### src/rtl/relu_lane_sequencer.sv
// relu_lane_sequencer
//   Time-multiplexed ReLU stage for ap_fixed<21,7> activations. One shared
//   compare/mux lane replaces N_ELEM parallel lanes. Each ap_start launch
//   streams N_ELEM words from the upstream dense layer through a registered
//   valid/ack output stage. It pulses ap_done/ap_ready once the last result
//   has been consumed, and reports how many inputs had the sign bit set.
//
// Ports
//   ap_clk     : clock, rising edge
//   ap_rst     : synchronous active-high reset
//   ap_start   : launch request, sampled in IDLE only
//   ap_done    : one-cycle pulse when a launch completes
//   ap_idle    : high while IDLE
//   ap_ready   : one-cycle pulse, same cycle as ap_done
//   in_data    : signed input element
//   in_vld     : in_data valid
//   in_ack     : input accepted this cycle (combinational)
//   out_data   : registered ReLU result
//   out_vld    : out_data valid
//   out_ack    : downstream consumes out_data this cycle
//   neg_count  : count of negative inputs in the last launch
module relu_lane_sequencer #(
  parameter int W      = 21,
  parameter int N_ELEM = 3,
  parameter int CNT_W  = 2
) (
  input  logic             ap_clk,
  input  logic             ap_rst,
  input  logic             ap_start,
  output logic             ap_done,
  output logic             ap_idle,
  output logic             ap_ready,
  input  logic [W-1:0]     in_data,
  input  logic             in_vld,
  output logic             in_ack,
  output logic [W-1:0]     out_data,
  output logic             out_vld,
  input  logic             out_ack,
  output logic [CNT_W-1:0] neg_count
);

  typedef enum logic [1:0] {
    S_IDLE  = 2'd0,
    S_RUN   = 2'd1,
    S_DRAIN = 2'd2,
    S_DONE  = 2'd3
  } state_t;

  localparam logic [CNT_W-1:0] LP_N_ELEM   = CNT_W'(N_ELEM);
  localparam logic [CNT_W-1:0] LP_LAST_IDX = CNT_W'(N_ELEM - 1);
  localparam logic [CNT_W-1:0] LP_ONE      = CNT_W'(1);

  state_t           r_state;
  state_t           w_state_nxt;
  logic [CNT_W-1:0] r_cnt;
  logic [CNT_W-1:0] r_neg;
  logic [W-1:0]     r_out_data;
  logic             r_out_vld;

  logic             w_in_ack;
  logic             w_xfer;
  logic             w_out_free;
  logic [W-1:0]     w_relu;

  // Positive values pass through with the sign bit cleared (it is already
  // zero); zero and every negative value, including the most negative, map
  // to zero. No rounding or saturation is needed at equal width.
  assign w_relu = ($signed(in_data) > $signed({W{1'b0}})) ?
                  {1'b0, in_data[W-2:0]} : {W{1'b0}};

  // Output slot is free when empty or being drained this cycle; this is what
  // lets one element per cycle flow with out_ack held high.
  assign w_out_free = !r_out_vld || out_ack;

  // Next-state and handshake decode
  always_comb begin
    w_state_nxt = r_state;
    w_in_ack    = 1'b0;
    w_xfer      = 1'b0;
    case (r_state)
      S_IDLE: begin
        if (ap_start) w_state_nxt = S_RUN;
      end
      S_RUN: begin
        w_in_ack = (r_cnt < LP_N_ELEM) && w_out_free;
        w_xfer   = in_vld && w_in_ack;
        if (w_xfer && (r_cnt == LP_LAST_IDX)) w_state_nxt = S_DRAIN;
      end
      S_DRAIN: begin
        if (w_out_free) w_state_nxt = S_DONE;
      end
      S_DONE: begin
        w_state_nxt = S_IDLE;
      end
      default: begin
        w_state_nxt = S_IDLE;
      end
    endcase
  end

  // State, counters and the output register
  always_ff @(posedge ap_clk) begin
    if (ap_rst) begin
      r_state    <= S_IDLE;
      r_cnt      <= '0;
      r_neg      <= '0;
      r_out_data <= '0;
      r_out_vld  <= 1'b0;
    end else begin
      r_state <= w_state_nxt;
      case (r_state)
        S_IDLE: begin
          // neg_count from the previous launch stays visible until here
          if (ap_start) begin
            r_cnt <= '0;
            r_neg <= '0;
          end
        end
        S_RUN: begin
          if (w_xfer) begin
            r_out_data <= w_relu;
            r_out_vld  <= 1'b1;
            r_cnt      <= r_cnt + LP_ONE;
            if (in_data[W-1]) r_neg <= r_neg + LP_ONE;
          end else if (r_out_vld && out_ack) begin
            r_out_vld <= 1'b0;
          end
        end
        S_DRAIN: begin
          if (w_out_free) r_out_vld <= 1'b0;
        end
        default: begin
        end
      endcase
    end
  end

  assign ap_idle   = (r_state == S_IDLE);
  assign ap_done   = (r_state == S_DONE);
  assign ap_ready  = (r_state == S_DONE);
  assign in_ack    = w_in_ack;
  assign out_data  = r_out_data;
  assign out_vld   = r_out_vld;
  assign neg_count = r_neg;

endmodule
### config.mk
export PLATFORM = sky130hd
export DESIGN_NAME = relu_lane_sequencer
export DESIGN_NICKNAME = d
export VERILOG_FILES = /design/src/rtl/relu_lane_sequencer.sv
export SDC_FILE = /design/constraint.sdc
export NUM_CORES = 1
export LEC_CHECK = 0
export BUFFER_PORTS_ARGS = -buffer_cell sky130_fd_sc_hd__buf_2
export CAP_MARGIN = 20
export CORE_MARGIN = 2
export CORE_UTILIZATION = 48
export CTS_CLUSTER_SIZE = 8
export DETAILED_ROUTE_END_ITERATION = 6
export GPL_TIMING_DRIVEN = 1
export PLACE_DENSITY = 0.82
export SYNTH_ARGS = -nofsm -noshare
export SYNTH_HDL_FRONTEND = slang
export SYNTH_SLANG_ARGS = --single-unit
### constraint.sdc
create_clock -name ap_clk -period 3.9 [get_ports ap_clk]
set_clock_uncertainty 0.1 [all_clocks]
set_input_delay 0.78 -clock ap_clk [delete_from_list [all_inputs] [get_ports ap_clk]]
set_output_delay 0.78 -clock ap_clk [all_outputs]
set_load 0.02 [all_outputs]
# Word-level counts from Yosys, hierarchy flattened
# Index checks and enable logic that the tools add are counted.
word_totals:
  regBits: 28
  inputBits: 26
  out_inout_bits: 28
  wordCells: 50
classes:
  addsub: 2
  order_cmp: 2
  n_eq_ne: 10
  n_mux: 17
  n_reduce_logical: 14
ops:
  columns: ["cell", "count"]
  rows:
  - ["21-bit by 1-bit greater-than comparator with 1-bit output (second input constant)", 1]
  - ["20-bit two-way mux", 1]
  - ["2-bit two-way mux", 7]
  - ["2-bit inequality test (second input constant)", 5]
  - ["3-bit AND reduction", 3]
  - ["2-bit one-hot mux with 2 select lines", 2]
  - ["2-bit one-hot mux with 4 select lines", 1]
  - ["2-bit equality test (second input constant)", 3]
  - ["1-bit two-way mux", 5]
  - ["2-bit by 1-bit adder with 2-bit output (second input constant)", 2]
  - ["1-bit logical AND", 4]
  - ["4-bit AND reduction", 1]
  - ["2-bit nonzero test", 2]
  - ["3-bit inequality test (second input constant)", 1]
  - ["2-bit by 1-bit equality test with 1-bit output (second input constant)", 1]
  - ["2-bit logical NOT", 1]
  - ["2-bit < comparator (second input constant)", 1]
  - ["1-bit one-hot mux with 2 select lines", 1]
  - ["2-bit AND reduction", 1]
  - ["1-bit logical NOT", 1]
  - ["1-bit logical OR", 1]

# Longest topological paths before layout
depth:
  word_depth: 7
  ltp_mapped: 7
  mapped_depth_nobuf: 6

# Worst setup path before layout
# Ideal clock, no wire load.
synth_path:
  kind: "input port to output port"
  startpoint: "in out_ack"
  endpoint: "out in_ack"
  arrival_ns: 1.310
  required_ns: 3.020
  path_slack_ns: 1.710
  stages: 2
  n_path_buf: 0
  path_cell_list: "nor2b_1 -> nor3_1"
synth_between:
  elab_chain_len: 3
synth_rtl:
  columns: ["item", "line", "source"]
  rows:
  - ["from (decl)", "38", "input logic out_ack,"]
  - ["1-bit logical OR", "73", "assign w_out_free = !r_out_vld || out_ack;"]
  - ["1-bit logical AND", "85", "w_in_ack = (r_cnt < LP_N_ELEM) && w_out_free;"]
  - ["1-bit two-way mux", "80", "case (r_state)"]
  - ["to (decl)", "35", "output logic in_ack,"]
# No other way between the ends.

# Worst setup path in the final report
layout_path:
  startpoint: "reg r_state[1]"
  endpoint: "out in_ack"
layout_between:
  elab_chain_len: 2
layout_rtl:
  columns: ["item", "line", "source"]
  rows:
  - ["from (decl)", "53", "state_t r_state;"]
  - ["from (signal assigned)", "110", "r_state <= w_state_nxt;"]
  - ["2-bit by 1-bit equality test with 1-bit output", "80", null]
  - ["1-bit two-way mux", "80", null]
# No other way between the ends.

==> key figures <==
Finish
  – Layout cell share with drive strength beyond 1: 0.3875
  – Number of antenna cells inserted: 0
  – Area Overhead vs Synth: 25.78%
  – End-of-flow core utilization: 0.6471
  – Leading cell types in the layout, fill and taps excluded: 52 x buf_2, 27 x dfxtp_1, 19 x a22o_1
  – Fin nets: just under 200
  – Most frequent standard cell in the layout excluding fill and tap cells: buf_2
  – Non-Filler Instances: roughly 190

Timing
  – Setup-failing EPs final: 0
  – Setup repair after global routing missed its margin: no
  – Headroom to the max-slew limit: 0.5848
  – Worst-case hold slack: 0.3553 ns
  – Final critical delay including setup and external delays: 2.472 ns
  – Actual transition at the worst max-transition pin: roughly 0.62 ns
  – Slew Viols, Final: 0
  – Fraction of the cycle the final worst path needs: 0.6338
  – Highest Clock Rate: 0.4046 GHz
  – Hold Fails Final Rpt: 0
  – Post-Route Setup TNS: 0 ns

Worst setup path
  – Slowest cell on crit path: dfxtp_1
  – Kind of cell with the highest combined delay on the critical path: buffers and inverters
  – Endpoint required time on the critical path: 3.02 ns
  – R2r endpoint: out_data[19]$_SDFFE_PP0P_
  – Buffers and inverters on the worst path: 3
  – Arrival time worst endpoint: 1.59 ns
  – Launch instance of the worst register-to-register path: r_state[1]$_SDFFE_PP0P_
  – Register-to-register setup slack: 1.76 ns
  – Worst-path cell chain: inv_1, ha_1, inv_2, nor3_1, buf_2
  – Type of destination of the critical path: output pin
  – Worst Path Class, Setup: reg -> out
  – R2r worst-path depth: 6
  – Worst Setup Start Kind: flip-flop
  – CP Max Fanout: 7
  – Crit-path max cell delay: approximately 0.36 ns

Clock network
  – Quantity of hold-fixing buffers added after cts: 0
  – Number of buffers created by CTS: 3
  – Root Buffer: clkbuf_4
  – Clock Pin Slew Worst Setup and Hold Paths: approximately 0.14 ns
  – Maximum clock insertion buffer count: 2
  – Postcts setup bufs: 0
  – Clk sinks: 27
  – Worst-Skew Late Latency: roughly 0.32 ns
  – CTS H-Tree Depth: 1
  – Number of gates given a new drive strength after cts: 0
  – CTS tree: done

Route
  – Met3 wirelength from detailed routing: roughly 230 um
  – Drt via density: 5.585
  – Routed wire length: 2.504 mm
  – Initial DRC count: 37
  – Number of design rule violations left after detail routing: 0
  – DR top layer: met4
  – Final routed wire length divided by cell count: 13.32 um
  – Detailed-routed wire length on met2: 1.150 mm
  – DR pass1 iterations: 4
  – Via count: 1050
  – Met1 Routed Length: 1.102 mm
  – Antenna Violating Nets Remaining: 0

Logic synthesis
  – Synthesized area: about 1200 sq um
  – Share of Yosys cell area claimed by the top area cell type: 0.4660
  – Number of instances in the synthesized netlist: roughly 110
  – Cell types with the largest area share after synthesis: dfxtp_1 47%, a22o_1 14%, ha_1 7.6%
  – Number of synthesized flops with an enable pin: 0
  – Number of unique standard cell types used by synthesis: 33
  – Total number of yosys warnings: 0
  – Async SR Flop Fraction: 0
  – Post-synth net total: around 140
  – Leading register cell type out of synthesis: dfxtp_1
  – Sequential fraction of the synthesis area: 0.4660
  – Yosys top cell by area: dfxtp_1
  – Mean cell area of the mapped netlist: around 11 sq um
  – Seq cells post-synth: 27

Power
  – Leakage power: 0.6917 nW
  – Ratio of total power to cell area: 511.7 nW/um^2
  – Max IR drop VDD: roughly 300 uV

Global route
  – Total global-route track usage: 0.1839
  – Antenna violations before repair: 0
  – Grt total ovfl: 0
  – Vias in the first global route: 861
  – Pin count of the biggest net entering global routing: 19
  – First-pass GRT wire length: 3.808 mm

Hold path
  – Hold WC Path Type: reg -> reg
  – Hold wc startpoint: out_data[5]$_SDFFE_PP0P_
  – Number of cells on the worst hold path: 2
  – Hold endpoint: out_data[5]$_SDFFE_PP0P_

Die
  – Core Rows: 17
  – Die boundary width: 53.16 um
  – Initial standard-cell utilization of the core: 0.5144
  – Die Footprint: 2825 sq um
  – Number of placed I/O pins: 54
  – Core region area: 2255 sq um
  – Die boundary height: between 50 and 60 um

Placed design
  – Post-DP HPWL: 1.892 mm
  – Routability-driven placement congestion ratio: 0.8490
  – Number of buffers inserted by port buffering: 52
  – Cells after DPL: approximately 180

Status
  – Status: completed

Run
  – Count of maximum capacitance violations: 0
[registers in the layout (all words and copies together), names as in the netlist]
name	count
r_cnt	2
out_vld	1
neg_count	2
out_data	20
r_state	2
[cell usage after synthesis (all sizes together), types with 2 or more instances]
cell type	number
a21oi	6
a22o	19
a311oi	3
a41oi	2
buf	4
dfxtp	27
ha	7
inv	5
nand2	6
nand2b	2
nand3b	2
nor2	4
nor2b	3
nor3	3
[logic make-up after synthesis]
group | Yosys count | synth area share
AO/OA/AOI/OAI | 40 | 0.2773
adder cells (fa/ha/maj) | 7 | 0.07551
buffers and inverters | 10 | 0.04853
flip-flops | 27 | 0.4660
other | 1 | 0.003233
AND/OR/NAND/NOR | 23 | 0.1294
[tightest hold or removal path, cell delays in order, from the launching register on]
cell and delay (ns):
dfxtp_1 0.33, nand2_1 0.05, a21oi_1 0.05
[per-layer routing]
layer / track usage / vias to the layer above
met4: 0.05128 / 0
met1: 0.2509 / 481
met3: 0.05367 / 4
met5: 0 / -
met2: 0.2813 / 52
li1: - / 513
[layout make-up]
class                      count  area, sq um
inverter                       5        18.77
timing repair buffer          53        271.5
clock buffer                   3        22.52
fill                         188        795.8
sequential                    27        540.5
multi-input combinational     71        563.0
tap                           28        35.03
clock inverter                 1        7.507
[how the worst max path moves through the flow]
stage,from,end,slack (ns),cells past startpoint
2_1_floorplan,out_ack,in_ack,1.71,2
3_3_place_gp,out_ack,out_data[14]$_SDFFE_PP0P_,1.43,5
3_5_place_dp,out_ack,out_data[19]$_SDFFE_PP0P_,1.32,5
4_1_cts,r_state[1]$_SDFFE_PP0P_,in_ack,1.45,5
5_1_grt,r_state[1]$_SDFFE_PP0P_,in_ack,1.33,5
6_report,r_state[1]$_SDFFE_PP0P_,in_ack,1.43,5
[per-stage QoR]
| step | total power [mW] | area [sq um] | setup WS (ns) |
|---|---|---|---|
| after floorplan | 0.5495 | 1160 | 1.710 |
| after global placement | 0.6173 | 1418 | 1.432 |
| after detailed placement | 0.6279 | 1418 | 1.317 |
| after CTS | 0.7483 | 1448 | 1.446 |
| after global routing | 0.7958 | 1459 | 1.326 |
| final | 0.7465 | 1459 | 1.428 |
[report_power, final]
group	leakage, nW	switching, mW	internal [mW]
sequential	0.219	0.0210	0.305
combinational	0.459	0.185	0.113
clock	0.0139	0.0830	0.0392
total	0.692	0.289	0.457
Note: power is estimated with default switching activity, not from simulation.
